<file path="src/rtl/alu_pkg.sv">
// Shared constants and helpers for the MIPS ALU and its sharing arbiter.
package alu_pkg;

   localparam int unsigned ALU_W = 32;

   localparam logic [3:0] ALU_AND = 4'd0;
   localparam logic [3:0] ALU_OR  = 4'd1;
   localparam logic [3:0] ALU_ADD = 4'd2;
   localparam logic [3:0] ALU_SUB = 4'd6;
   localparam logic [3:0] ALU_SLT = 4'd7;
   localparam logic [3:0] ALU_NOR = 4'd12;

   function automatic logic alu_ctrl_legal(input logic [3:0] ctrl);
      logic legal;
      legal = 1'b0;
      case (ctrl)
         ALU_AND, ALU_OR, ALU_ADD, ALU_SUB, ALU_SLT, ALU_NOR: legal = 1'b1;
         default: legal = 1'b0;
      endcase
      return legal;
   endfunction

endpackage

</file>
<file path="src/rtl/rr_arb2.sv">
// Two-request round-robin arbiter; prio names the port that wins a tie.
module rr_arb2 (
   input  logic       clock,
   input  logic       reset,
   input  logic       en,
   input  logic [1:0] req,
   output logic [1:0] gnt
);

   logic prio;
   logic prio_next;

   always_comb begin
      gnt       = 2'b00;
      prio_next = prio;
      if (en) begin
         if (req[0] && (!req[1] || !prio)) begin
            gnt = 2'b01;
         end else if (req[1]) begin
            gnt = 2'b10;
         end
      end
      // After a grant the other port gets priority.
      if (gnt != 2'b00) begin
         prio_next = gnt[0];
      end
   end

   always_ff @(posedge clock) begin
      if (reset) begin
         prio <= 1'b0;
      end else begin
         prio <= prio_next;
      end
   end

endmodule

</file>
<file path="src/rtl/alu_share_arb.sv">
// Shares one ALU between two requesters: round-robin grant, issue register,
// result register and per-port response pulse (2-cycle latency).
module alu_share_arb
   import alu_pkg::*;
#(
   parameter int unsigned W = ALU_W
) (
   input  logic         clock,
   input  logic         reset,
   input  logic         stall,
   input  logic         r0_valid,
   output logic         r0_ready,
   input  logic [3:0]   r0_ctrl,
   input  logic [W-1:0] r0_a,
   input  logic [W-1:0] r0_b,
   input  logic         r1_valid,
   output logic         r1_ready,
   input  logic [3:0]   r1_ctrl,
   input  logic [W-1:0] r1_a,
   input  logic [W-1:0] r1_b,
   output logic [3:0]   alu_ctrl,
   output logic [W-1:0] alu_a,
   output logic [W-1:0] alu_b,
   input  logic [W-1:0] alu_out,
   input  logic         alu_zero,
   output logic         r0_rvalid,
   output logic         r1_rvalid,
   output logic [W-1:0] rdata,
   output logic         rzero,
   output logic         rerr
);

   logic [1:0]   gnt;
   logic         iv;
   logic         iown;
   logic [3:0]   ictrl;
   logic [W-1:0] ia;
   logic [W-1:0] ib;
   logic         qv;
   logic         qown;

   rr_arb2 u_arb (
      .clock (clock),
      .reset (reset),
      .en    (!stall && !reset),
      .req   ({r1_valid, r0_valid}),
      .gnt   (gnt)
   );

   assign r0_ready = gnt[0];
   assign r1_ready = gnt[1];

   always_ff @(posedge clock) begin
      if (reset) begin
         iv    <= 1'b0;
         iown  <= 1'b0;
         ictrl <= 4'd0;
         ia    <= '0;
         ib    <= '0;
      end else if (gnt != 2'b00) begin
         iv    <= 1'b1;
         iown  <= gnt[1];
         ictrl <= gnt[1] ? r1_ctrl : r0_ctrl;
         ia    <= gnt[1] ? r1_a : r0_a;
         ib    <= gnt[1] ? r1_b : r0_b;
      end else begin
         iv <= 1'b0;
      end
   end

   always_comb begin
      alu_ctrl = 4'd0;
      alu_a    = '0;
      alu_b    = '0;
      if (iv) begin
         alu_ctrl = ictrl;
         alu_a    = ia;
         alu_b    = ib;
      end
   end

   // Payload holds its last value between responses; only qv is pulsed.
   always_ff @(posedge clock) begin
      if (reset) begin
         qv    <= 1'b0;
         qown  <= 1'b0;
         rdata <= '0;
         rzero <= 1'b0;
         rerr  <= 1'b0;
      end else begin
         qv <= iv;
         if (iv) begin
            qown  <= iown;
            rdata <= alu_out;
            rzero <= alu_zero;
            rerr  <= !alu_ctrl_legal(ictrl);
         end
      end
   end

   assign r0_rvalid = qv && !qown;
   assign r1_rvalid = qv && qown;

endmodule

</file>
<file path="config.mk">
export PLATFORM = sky130hd
export DESIGN_NAME = alu_share_arb
export DESIGN_NICKNAME = d
export VERILOG_FILES = /design/src/rtl/alu_pkg.sv /design/src/rtl/rr_arb2.sv /design/src/rtl/alu_share_arb.sv
export SDC_FILE = /design/constraint.sdc
export NUM_CORES = 1
export LEC_CHECK = 0
export BUFFER_PORTS_ARGS = -buffer_cell sky130_fd_sc_hd__buf_2
export CORE_ASPECT_RATIO = 2
export CORE_MARGIN = 5
export CORE_UTILIZATION = 40
export DETAILED_ROUTE_END_ITERATION = 12
export HOLD_SLACK_MARGIN = 0.08
export MAX_ROUTING_LAYER = met4
export PLACE_DENSITY = 0.76
export SLEW_MARGIN = 15
export SYNTH_ARGS = -nofsm -noshare
export SYNTH_HDL_FRONTEND = slang
export SYNTH_SLANG_ARGS = --single-unit
</file>
<file path="constraint.sdc">
create_clock -name clock -period 1.9 [get_ports clock]
set_input_delay 0.38 -clock clock [delete_from_list [all_inputs] [get_ports clock]]
set_output_delay 0.38 -clock clock [all_outputs]
set_load 0.005 [all_outputs]
</file>
==> results of run 1 <==
-- state kept, by name, indices dropped and copies added (netlist names), 4 cells and up --
signal and flops:
ib 32, ia 32, ictrl 4, rdata 32
-- worst min path at each step --
stage | to | slack (ps) | depth (start not counted)
after CTS | rdata[10] | 260 | 3
after detailed placement | ia[1] | 430 | 2
final | rdata[10] | 270 | 3
after global routing | rdata[10] | 260 | 3
after global placement | ib[4] | 430 | 2
after floorplan | ia[0] | 420 | 2
-- through the flow --
stage               hold WS, ps  power (mW)  util, %  setup slack [ps]  std cells
detailed placement          430        3.25     52.8               265        943
CTS                         257        5.10     55.3               137        959
global placement            425        3.24     52.8               303        943
finish                      271        5.02     55.3               164        959
floorplan                   416        2.90        -               453        547
global route                262        5.28     55.3              70.8        959
-- synthesized netlist by cell type --
master	n	area, µm²
o21ba_1	1	10.0
nand3_1	1	5.00
o221ai_1	25	219
buf_6	4	45.0
a21oi_1	2	10.0
buf_4	6	45.0
o22ai_1	1	6.26
clkbuf_1	25	93.8
mux2i_1	52	521
buf_2	11	55.1
nor2b_1	3	18.8
a311oi_2	14	210
nor2_2	1	6.26
o32ai_1	1	8.76
nand3b_1	20	150
dfxtp_1	107	2140
and3b_1	1	8.76
o21ai_0	1	5.00
nor3_1	1	5.00
o21ai_2	1	8.76
nor2_1	61	229
nand2_1	102	383
buf_1	1	3.75
inv_2	2	7.51
nand2b_1	3	18.8
and2_1	69	432
xor2_1	1	8.76
inv_1	1	3.75
o21ai_1	18	90.1
a311oi_1	11	96.3
-- where the power goes --
part	leakage [nW]	switching [mW]	total, mW	internal, mW
sequential	0.880	0.0768	2.46	2.39
combinational	2.37	0.364	0.733	0.369
clock	0.144	0.847	1.83	0.981
-- kinds of logic after synthesis --
logic type / share of synthesized area (%)
compound gates: 13.7
xor+xnor: 0.181
buf+inv: 5.24
flops: 44.2
mux: 10.7
simple gates: 25.9
-- layer usage --
layer  share of wire [%]  global-route usage [%]  vias up
li1                    -                       -     2377
met1                  37                    22.4     2116
met2                  53                    35.3      192
met3                 6.8                    3.18       25
met4                 2.7                    7.75        0
met5                   0                       -        -
-- layout make-up --
class,count,area [µm²]
flip-flops and latches,107,2150
clock inverters,5,45.0
well taps,147,184
clock buffers,11,253
multi-input cells,390,2450
fillers,1131,5390
repair buffers,296,1570
inverters,3,11.3
-- worst max-delay path, cell delays in order (launching register included) --
cell     delay [ps]
dfxtp_4         510
buf_12          230
and2_1          140
buf_2           120
==> summary.txt, run 1 <==
Synth
  – Flops & latches, synth: ~110
  – Synth unique cells: 30
  – Synth warnings: 0
  – Avg Cell Area, Syn: 8.86 µm²
  – Post-synthesis sequential area ratio: 44.2%
  – Synthesized cell area: about 4800 µm²
  – Post-Synthesis Cells: about 550
  – Net Count, Synth: 721

Clock network
  – CTS tree: built
  – Clock buffer depth: 2
  – Post-CTS sizing: 0
  – Hold Buf Count CTS: 0
  – CTS root buf: clkbuf_16
  – Sink Count: between 100 and 150
  – Clk Latency, worst-skew pair: approximately 340 ps
  – Worst-path clk slew: 70 ps
  – Post-CTS Setup Bufs: 0
  – Num CTS Buffers: 9
  – Clock H-tree levels: 3

Critical path
  – Kind of critical path: flop to output port
  – CP endpoint: alu_b[13]
  – Crit path launch type: flop
  – Worst Reg-to-Reg Cells: 5
  – Crit path max fanout: 34
  – R2R Setup Slk: 450 ps
  – Crit path required time: 1520 ps
  – Worst reg2reg path endpoint: ia[25]
  – CP Data Arrival Time: 1360 ps
  – Setup crit end kind: output port
  – RR Startpoint: u_arb.prio
  – Critical path startpoint: iv

Floorplanning
  – # rows: 57
  – Die area: 14500 µm²
  – Die Wd: about 90 µm
  – Die height: about 170 µm
  – Initial core utilization: 40.2%
  – Core area: 12100 µm²
  – I/O pin count: 280

Cells and area
  – Post-layout nets: 981
  – Design area: 6660 µm²
  – Area Overhead vs Synth: 37.5%
  – Most common cell after layout, fill and taps aside: buf_2
  – Antenna diodes: 0
  – Most frequent cells in the layout: 279 x buf_2, 106 x dfxtp_1, 102 x nand2_1
  – Share of post-route cells with drive strength above 1: 40.8%

Drt
  – Drt pass-1 iters: 4
  – Routed wire length: 14500 µm
  – Routed WL per cell: 15.1 µm
  – ANT nets after route: 0
  – Vias per cell: 4.91
  – Routed vias: 4710
  – Drc violations: 0
  – Initial DRC count: 102

Timing
  – Fin. Hold Viols: 0
  – Unrepaired setup endpoints after global routing: false
  – Max Fclk: 576 MHz
  – Final Skew: 8.68 ps
  – Slew Viols, Final: 0
  – Slew @ Worst Pin: 515 ps
  – Final setup viols: 0
  – Tcrit/Tclk final: 91.4%
  – Max-slew headroom: 65.6%
  – Minimum clock period: ~1700 ps
  – Total Negative Setup Slacks: 0 ps

Placed design
  – Post-DP Area: 6360 µm²
  – GP Congestion: 0.822
  – IO buf count: roughly 280
  – Detailed placer's ending HPWL: 11100 µm

Power
  – PwrDens: 754 nW/µm²
  – P_leak: roughly 3.4 nW
  – Peak supply drop: 0.423 mV

Worst hold path
  – Hold WC Path Type: input pin to flop
  – Hold Crit Start: alu_out[10]

Global routing
  – Largest net degree at the start of global routing: 43
  – All-Layer GR Usage: 20.2%
  – Initial antenna violation count: 0
  – Vias in the first global route: 4728
  – Global-route wire length before repair: 22900 µm
  – Grt ovf: 0

Outcome
  – Outcome: finished clean

Flow run
  – Max-cap violations: 0
Note: power is estimated with default switching activity, not from simulation.
==> run 2: changes to the inputs <==
CELL_PAD_IN_SITES_DETAIL_PLACEMENT = 1   (was default)
CELL_PAD_IN_SITES_GLOBAL_PLACEMENT = 2   (was default)
CORE_UTILIZATION = 25   (was 40)
GPL_TIMING_DRIVEN = 0   (was default)
PLACE_DENSITY = 0.86   (was 0.76)
==> summary.txt, run 2 (synthesis results as in run 1) <==
Cells and area
  – Most common cell after layout, fill and taps aside: buf_2
  – # fillers: 2388 (+110%)
  – Final core occ: 36.0% (-19 points)
  – Most frequent cells in the layout: 290 x buf_2, 106 x dfxtp_1, 101 x nand2_1
  – Share of post-route cells with drive strength above 1: 41.2% (+0.43 points)
  – Top flop regs: ia (32), ib (32), rdata (32)
  – Area Overhead vs Synth: 42.6%
  – Post-layout nets: 1009 (+2.9%)
  – Post-Layout Cell Count: 1099 (+15%)
  – Design area: 6910 µm² (+3.7%)
  – Antenna diodes: 0 (unchanged)

Critical path
  – Setup crit end kind: output port
  – Kind of critical path: flop to output port
  – Crit path required time: 1520 ps (about the same)
  – CP Data Arrival Time: 1420 ps (+60 ps)
  – Crit path launch type: flop
  – Crit path max fanout: 10 (-71%)

Drt
  – ANT nets after route: 0 (unchanged)
  – Routed WL per cell: 17.9 µm (+18%)
  – Initial DRC count: 82 (-20%)
  – Drc violations: 0 (unchanged)
  – Drt pass-1 iters: 4 (unchanged)
  – Routed wire length: 19600 µm (+35%)
  – Vias per cell: 4.50 (-8.3%)
  – Routed vias: 4947 (+5.0%)

Floorplanning
  – Die area: 22400 µm² (+54%)
  – Die height: 207 µm (+25%)
  – Core area: 19200 µm² (+59%)
  – I/O pin count: 280 (unchanged)
  – # rows: 72 (+26%)
  – Initial core utilization: 25.3% (-15 points)
  – Die Wd: 108 µm (+23%)

Timing
  – Fin. Hold Viols: 0 (unchanged)
  – Hold Slack: 258 ps (-13.6 ps)
  – Minimum clock period: 1800 ps (+61.1 ps)
  – Slew Viols, Final: 0 (unchanged)
  – Unrepaired setup endpoints after global routing: false
  – Total Negative Setup Slacks: 0 ps (unchanged)
  – Tcrit/Tclk final: 94.6% (+3.2 points)
  – Max-slew headroom: 49.0% (-17 points)
  – Slew @ Worst Pin: 765 ps (+249 ps)
  – Final setup viols: 0 (unchanged)
  – Final Skew: 9.72 ps (+1.05 ps)
  – Max Fclk: 556 MHz (-3.4%)

Clock network
  – CTS root buf: clkbuf_16
  – Sink Count: 107 (unchanged)
  – CTS tree: built
  – Post-CTS Setup Bufs: 0 (unchanged)
  – Clk Latency, worst-skew pair: 350 ps (about the same)
  – Worst-path clk slew: 80 ps (about the same)
  – Num CTS Buffers: 9 (unchanged)
  – Clock buffer depth: 2 (unchanged)
  – Clock H-tree levels: 3 (unchanged)

Placed design
  – GP Congestion: 0.774 (-5.8%)
  – Placed insts: 1085 (+15%)
  – Detailed placer's ending HPWL: 16100 µm (+45%)
  – Post-DP Area: 6570 µm² (+3.2%)
  – IO buf count: 279 (unchanged)

Power
  – PwrDens: 745 nW/µm² (-1.2%)
  – P_leak: 3.46 nW (+2.2%)
  – Peak supply drop: 0.343 mV (-19%)

Global routing
  – Grt ovf: 0 (unchanged)
  – Initial antenna violation count: 0 (unchanged)
  – Global-route wire length before repair: 28900 µm (+26%)
  – All-Layer GR Usage: 17.5% (-2.7 points)
  – Largest net degree at the start of global routing: 20 (-53%)
  – Vias in the first global route: 5319 (+13%)

Outcome
  – Outcome: finished clean

Worst hold path
  – Hold WC Path Type: input pin to flop

Flow run
  – Max-cap violations: 0 (unchanged)
run 2: changes by cell type in the layout (fill, tap and decap cells not counted), moves of 2 or more:
| cell | before | now |
|---|---|---|
| buf_6 | 0 | 5 |
| buf_2 | 279 | 290 |
| buf_4 | 13 | 7 |
| clkbuf_2 | 0 | 2 |
| clkbuf_1 | 0 | 15 |
| clkbuf_4 | 0 | 4 |
| buf_12 | 4 | 0 |
run 2: worst paths after layout:
check | startpoint | endpoint | slack (ps) | cells past startpoint
worst max register to register | u_arb.prio | ib[17] | 300 | 6
worst min-delay path | alu_out[21] | rdata[21] | 260 | 3
worst max-delay path | iv | alu_b[28] | 100 | 4
worst min register to register | ib[7] | ib[7] | 440 | 2
run 2: critical path: stages (launching register included):
cell and delay (ps):
dfxtp_4 400, buf_6 170, clkbuf_4 230, and2_1 150, buf_2 120
run 2: timing repair:
action,in CTS,in global routing
setup endpoints to repair,70,11
hold buffers,0,0
gates resized for setup,22,4
run 2: power by group:
| group | switching (mW) | internal [mW] |
|---|---|---|
| clock network | 0.939 | 0.956 |
| logic | 0.419 | 0.379 |
| registers | 0.0707 | 2.39 |
| total | 1.43 | 3.72 |
run 2: metrics by stage:
stage / setup WS, ps / power (mW)
CTS: 6.83 / 5.26
detailed placement: -547 / 3.32
finish: 103 / 5.15
global placement: -564 / 3.30
floorplan: 453 / 2.90
global route: 7.12 / 5.40
run 2: final cells by class:
type,count,area (µm²),share of cell area (%)
Buffer,45,274,3.97
Clock inverter,6,53.8,0.779
Clock buffer,10,239,3.46
Inverter,3,11.3,0.163
Tap cell,259,324,4.69
Multi-Input combinational cell,390,2460,35.7
Timing Repair Buffer,279,1400,20.2
Sequential cell,107,2150,31.1
run 2: routing by layer:
layer | track usage, % | wire length [µm] | up-vias
met5 | - | 0 | -
met4 | 6.14 | 382 | 0
met3 | 2.24 | 725 | 26
met2 | 34.6 | 11500 | 144
met1 | 16.9 | 6980 | 2341
li1 | - | - | 2436
